==> src/rtl/mac_vert_pkg.sv <==
// Shared constants, state type and helpers for the vertical bit-column MAC sequencer.
package mac_vert_pkg;
  localparam logic [3:0] NULL_SEL        = 4'd8;
  localparam logic [4:0] NULL_HAM        = 5'd16;
  localparam int         LANES_PER_GROUP = 4;
  localparam int         GROUP_SIZE      = 8;

  typedef enum logic [1:0] {IDLE, RUN, DRAIN} seq_state_t;

  function automatic logic [3:0] popcount8(input logic [7:0] b);
    logic [3:0] cnt;
    cnt = 4'd0;
    for (int n = 0; n < 8; n++) cnt = cnt + {3'd0, b[n]};
    return cnt;
  endfunction
endpackage

==> src/rtl/col_group_encoder.sv <==
// Encodes one 8-bit column slice into a skip flag and 4 ascending lane indices.
// Sparse side is selected: ones when popcount <= 4, zeros otherwise; unused lanes get NULL_SEL.
module col_group_encoder
  import mac_vert_pkg::*;
#(
  parameter int SEL_W = 4
) (
  input  logic [GROUP_SIZE-1:0]                  col_bits,
  output logic                                   skip_zero,
  output logic [LANES_PER_GROUP-1:0][SEL_W-1:0]  sel
);

  logic [GROUP_SIZE-1:0] pick;
  logic [2:0]            lane;

  always_comb begin
    skip_zero = (popcount8(col_bits) <= 4'd4);
    pick      = skip_zero ? col_bits : ~col_bits;
    sel       = {LANES_PER_GROUP{SEL_W'(NULL_SEL)}};
    lane      = 3'd0;
    // At most 4 bits can be picked, so lane never overruns
    for (int n = 0; n < GROUP_SIZE; n++) begin
      if (pick[n] && (lane < 3'd4)) begin
        sel[lane[1:0]] = SEL_W'(n);
        lane           = lane + 3'd1;
      end
    end
  end

endmodule

==> src/rtl/mac_vert_col_sequencer.sv <==
// Sequences a stored weight vector column by column (LSB first) into the bit-column MAC controls.
// A new vector may be accepted on the last column; that first column doubles as the old vector's drain.
module mac_vert_col_sequencer
  import mac_vert_pkg::*;
#(
  parameter int DATA_WIDTH    = 8,
  parameter int VEC_LENGTH    = 16,
  parameter int MUX_SEL_WIDTH = $clog2(VEC_LENGTH) + 1
) (
  input  logic                                          clk,
  input  logic                                          reset,
  input  logic                                          w_valid,
  output logic                                          w_ready,
  input  logic [VEC_LENGTH-1:0][DATA_WIDTH-1:0]         w_data,
  output logic                                          en,
  output logic                                          load_accum,
  output logic [VEC_LENGTH/2-1:0][MUX_SEL_WIDTH-2:0]    act_sel,
  output logic [VEC_LENGTH/8-1:0]                       is_skip_zero,
  output logic [2:0]                                    column_idx,
  output logic                                          is_msb,
  output logic [MUX_SEL_WIDTH-1:0]                      hamming_sel,
  output logic                                          hamming_sign,
  output logic [1:0]                                    hamming_shift_sel,
  output logic [2:0]                                    mul_const,
  output logic                                          is_shift_mul,
  output logic                                          result_valid
);

  localparam int         NGROUPS  = VEC_LENGTH / GROUP_SIZE;
  localparam int         SEL_W    = MUX_SEL_WIDTH - 1;
  localparam logic [2:0] LAST_COL = 3'(DATA_WIDTH - 1);

  seq_state_t state_q, state_d;
  logic [2:0] col_q, col_d;
  logic       drain_q, drain_d;
  logic [VEC_LENGTH-1:0][DATA_WIDTH-1:0] w_q;

  logic       en_q, load_accum_q, result_valid_q, is_msb_q, w_ready_q;
  logic [2:0] column_idx_q;
  logic [NGROUPS-1:0][LANES_PER_GROUP-1:0][SEL_W-1:0] act_sel_q;
  logic [NGROUPS-1:0]                                 skip_q;

  logic                                               hs;
  logic [VEC_LENGTH-1:0][DATA_WIDTH-1:0]              enc_src;
  logic [2:0]                                         enc_col;
  logic [NGROUPS-1:0][GROUP_SIZE-1:0]                 col_bits;
  logic [NGROUPS-1:0][LANES_PER_GROUP-1:0][SEL_W-1:0] enc_sel;
  logic [NGROUPS-1:0]                                 enc_skip;

  assign hs = w_valid & w_ready_q;

  // Encode the column that will be presented next cycle, from fresh data on a handshake
  assign enc_src = hs ? w_data : w_q;
  assign enc_col = hs ? 3'd0 : col_q + 3'd1;

  always_comb begin
    col_bits = '0;
    for (int g = 0; g < NGROUPS; g++)
      for (int n = 0; n < GROUP_SIZE; n++)
        col_bits[g][n] = enc_src[g*GROUP_SIZE + n][enc_col];
  end

  for (genvar g = 0; g < NGROUPS; g++) begin : g_enc
    col_group_encoder #(.SEL_W(SEL_W)) u_enc (
      .col_bits  (col_bits[g]),
      .skip_zero (enc_skip[g]),
      .sel       (enc_sel[g])
    );
  end

  always_comb begin
    state_d = state_q;
    col_d   = 3'd0;
    unique case (state_q)
      IDLE:  if (hs) state_d = RUN;
      RUN: begin
        if (col_q != LAST_COL) col_d = col_q + 3'd1;
        else if (!hs)          state_d = DRAIN;
      end
      DRAIN: state_d = hs ? RUN : IDLE;
      default: state_d = IDLE;
    endcase
    drain_d = (state_d == DRAIN) || (state_q == RUN && col_q == LAST_COL && hs);
  end

  always_ff @(posedge clk or posedge reset) begin
    if (reset) begin
      state_q        <= IDLE;
      col_q          <= 3'd0;
      drain_q        <= 1'b0;
      w_q            <= '0;
      en_q           <= 1'b0;
      load_accum_q   <= 1'b0;
      result_valid_q <= 1'b0;
      is_msb_q       <= 1'b0;
      w_ready_q      <= 1'b1;
      column_idx_q   <= 3'd0;
      act_sel_q      <= {(NGROUPS*LANES_PER_GROUP){SEL_W'(NULL_SEL)}};
      skip_q         <= '1;
    end else begin
      state_q        <= state_d;
      col_q          <= col_d;
      drain_q        <= drain_d;
      if (hs) w_q    <= w_data;
      en_q           <= (state_d != IDLE);
      load_accum_q   <= (state_d == RUN) && (col_d == 3'd1);
      result_valid_q <= drain_q;
      is_msb_q       <= (state_d == RUN) && (col_d == LAST_COL);
      w_ready_q      <= (state_d != RUN) || (col_d == LAST_COL);
      column_idx_q   <= col_d;
      // Outside RUN the MAC must add zero: null lanes, skip-zero mode
      if (state_d == RUN) begin
        act_sel_q <= enc_sel;
        skip_q    <= enc_skip;
      end else begin
        act_sel_q <= {(NGROUPS*LANES_PER_GROUP){SEL_W'(NULL_SEL)}};
        skip_q    <= '1;
      end
    end
  end

  assign w_ready           = w_ready_q;
  assign en                = en_q;
  assign load_accum        = load_accum_q;
  assign result_valid      = result_valid_q;
  assign is_msb            = is_msb_q;
  assign column_idx        = column_idx_q;
  assign act_sel           = act_sel_q;
  assign is_skip_zero      = skip_q;
  assign hamming_sel       = MUX_SEL_WIDTH'(NULL_HAM);
  assign hamming_sign      = 1'b0;
  assign hamming_shift_sel = 2'd0;
  assign mul_const         = 3'd0;
  assign is_shift_mul      = 1'b0;

endmodule

==> config.mk <==
export PLATFORM = sky130hd
export DESIGN_NAME = mac_vert_col_sequencer
export DESIGN_NICKNAME = d
export VERILOG_FILES = /design/src/rtl/mac_vert_pkg.sv /design/src/rtl/col_group_encoder.sv /design/src/rtl/mac_vert_col_sequencer.sv
export SDC_FILE = /design/constraint.sdc
export NUM_CORES = 1
export LEC_CHECK = 0
export ABC_AREA = 1
export BUFFER_PORTS_ARGS = -buffer_cell sky130_fd_sc_hd__buf_2
export CELL_PAD_IN_SITES_DETAIL_PLACEMENT = 1
export CELL_PAD_IN_SITES_GLOBAL_PLACEMENT = 2
export CORE_MARGIN = 2
export CORE_UTILIZATION = 24
export DETAILED_ROUTE_END_ITERATION = 16
export GPL_ROUTABILITY_DRIVEN = 1
export PLACE_DENSITY_LB_ADDON = 0.08
export SLEW_MARGIN = 20
export SYNTH_ARGS = -nofsm -noshare
export SYNTH_HDL_FRONTEND = slang
export SYNTH_SLANG_ARGS = --single-unit
==> constraint.sdc <==
create_clock -name clk -period 22.5 [get_ports clk]
set_clock_uncertainty 0.1 [all_clocks]
set_input_delay 6.75 -clock clk [delete_from_list [all_inputs] [get_ports clk]]
set_output_delay 6.75 -clock clk [all_outputs]
set_load 0.02 [all_outputs]
==> impl_metrics.toml <==
[synth]
async_reset_ff_share_pct = 100
yosysTopAreaCellShare_pct = 37.9
synth_common_cells = "nand2_1 (586), dfrtp_1 (162), inv_1 (159), nand3_1 (123), o21ai_0 (61)"
synth_seq_cells = 173
synth_area_mm2 = 0.0107
synth_most_common_cell = "nand2_1"
synth_edf_count = 0
ys_seq_area_share_pct = 40.6
yosysTopAreaCell = "dfrtp_1"
ys_warn_count = 0
yosysUniqueCellTypes = 53
synthCells = 1457
ys_top_cells_by_area = "dfrtp_1 (38%), nand2_1 (21%), nand3_1 (5.7%)"
synth_area_per_cell_um2 = 7.35
synth_flop_cell = "dfrtp_1"

[cts]
numCtsBuffers = 17
htree_levels = 4
cts_tree = "yes"
clk_pin_slew_worst_paths_ns = 0.07
hold_buffers = 0
cts_resized = 0
ctsLongestPathBuffers = 2
post-cts-setup-buffer-count = 0
root_buffer = "clkbuf_16"
cts_sinks = 173
insertion_delay_ns = 0.49

[floorplan]
design.die.area_mm2 = 0.0463
num_rows = 77
start_util_pct = 24.3
fp.dieH_um = 215
pin_count = 185
fp.coreArea_mm2 = 0.0441
die_w_um = 215

[worst_setup_path]
startpoint = "w_valid"
endpoint_kind = "register"
timing.rr.start = "w_ready$_DFF_PP1_"
max_stage_delay_ns = 0.74
cp_max_fo = 82
required_ns = 22.79
critical_path_buf_inv_count = 11
crit_path_frequent_cell = "nand2_1"
crit_family = "adder cells"
r2r_setup_slack_ns = 12.49
slowest_stage = "inv_4"
start_kind = "input port"
path_class = "in -> reg"
arrival_ns = 15.98

[final_layout]
drive_gt1_share_pct = 18.8
multiInputGateArea_mm2 = 0.00528
nFillCells = 5510
finalNetCount = 1770
seq_area_mm2 = 0.00434
final_cells = 2195
num_antenna_cells = 0
area_growth_pct = 16.7

[timing]
setup_viol = 0
slew_viol_final = 0
rsz0062_at_grt = "false"
tightest_slew_ns = 0.926
fmax_mhz = 63.7
finalHoldViolCount = 0
setup_tns_ns = 0
hold_slack_ns = 0.256
slew_headroom_pct = 38.3
final.min_clock_period_ns = 15.69
finalCritPeriodShare_pct = 69.7

[placed_design]
port_buffers = 172
gp_congestion = 0.789
dp.cells = 2165
hpwl_mm = 27.7

[routing]
ant_nets = 0
wl_mm = 38.4
post_drt_wl_per_cell_um = 17.5
drt_iter0_drc = 405
drtPass1Iterations = 4
vias = 9512
drc = 0
via_per_inst = 4.33

[global_routing]
grtUsageTotal_pct = 17.3
grt_max_degree = 83
grt_pass1_wl_mm = 61.1
grt_pass1_vias = 10500
overflow = 0
antenna_found_initial = 0

[hold_path]
hp-start = "drain_q$_DFF_PP0_"
hp-class = "reg -> reg"

[run_status]
status = "finished clean"

[run]
drv_cap = 0
-- through the flow --
| step | util [%] | cell area [um2] | setup slack [ns] |
|---|---|---|---|
| 2_1_floorplan | - | 10700 | 9.03 |
| 3_3_place_gp | 27.0 | 11900 | 6.44 |
| 3_5_place_dp | 27.0 | 11900 | 6.21 |
| 4_1_cts | 28.3 | 12500 | 6.73 |
| 5_1_grt | 28.3 | 12500 | 5.82 |
| 6_report | 28.3 | 12500 | 6.81 |
-- final timing paths --
kind | cells after the start | to
worst min register to register | 0 | result_valid$_DFF_PP0_
worst min-delay path | 0 | result_valid$_DFF_PP0_
worst max register to register | 41 | act_sel[31]$_DFF_PP1_
max in group asynchronous | 4 | w_q[81]$_DFF_PP0_
min in group asynchronous | 2 | w_q[43]$_DFF_PP0_
worst max-delay path | 42 | act_sel[31]$_DFF_PP1_
-- state kept, by name, summed over array words and instances, names as in the netlist --
signal,cells
act_sel,32
column_idx,3
drain_q,1
en,1
is_msb,1
is_skip_zero,2
load_accum,1
result_valid,1
state_q,2
w_q,128
w_ready,1
-- cells by family after synthesis --
kind of cell | count (synthesis) | synth area share, %
simple gates | 827 | 33.4
buf+inv | 242 | 10.5
flops | 173 | 40.6
compound gates | 160 | 8.83
fa+ha+maj | 47 | 6.05
xor+xnor | 6 | 0.561
other cells | 2 | 0.0701
-- layout make-up --
cell class,count,area share [%]
inverters,168,5.11
flip-flops and latches,173,34.8
repair buffers,180,7.37
clock buffers,21,3.68
multi-input cells,1052,42.2
clock inverters,9,0.911
well taps,592,5.93
-- layer usage --
layer | global-route usage [%] | vias to the layer above | share of wire [%]
met2 | 29.1 | 113 | 48
met1 | 22.5 | 4574 | 48
met3 | 3.17 | 34 | 2.9
met4 | 5.59 | 0 | 1.8
li1 | - | 4791 | -
met5 | 0 | - | 0
-- layout by cell type (no fill, tap or decap), types with 9 or more instances in the layout --
| cell type | instances |
|---|---|
| dfrtp_1 | 162 |
| o21a_1 | 9 |
| conb_1 | 12 |
| nand3_1 | 123 |
| nand3_2 | 13 |
| nor2_1 | 37 |
| o21ai_0 | 61 |
| nand2_2 | 34 |
| clkbuf_16 | 17 |
| ha_1 | 39 |
| dfstp_2 | 11 |
| buf_2 | 172 |
| nand2_1 | 586 |
| a21oi_1 | 46 |
| inv_1 | 158 |
Power is not shown: default switching activity piles up to over one toggle a cycle in this logic, so the estimate is an artifact.
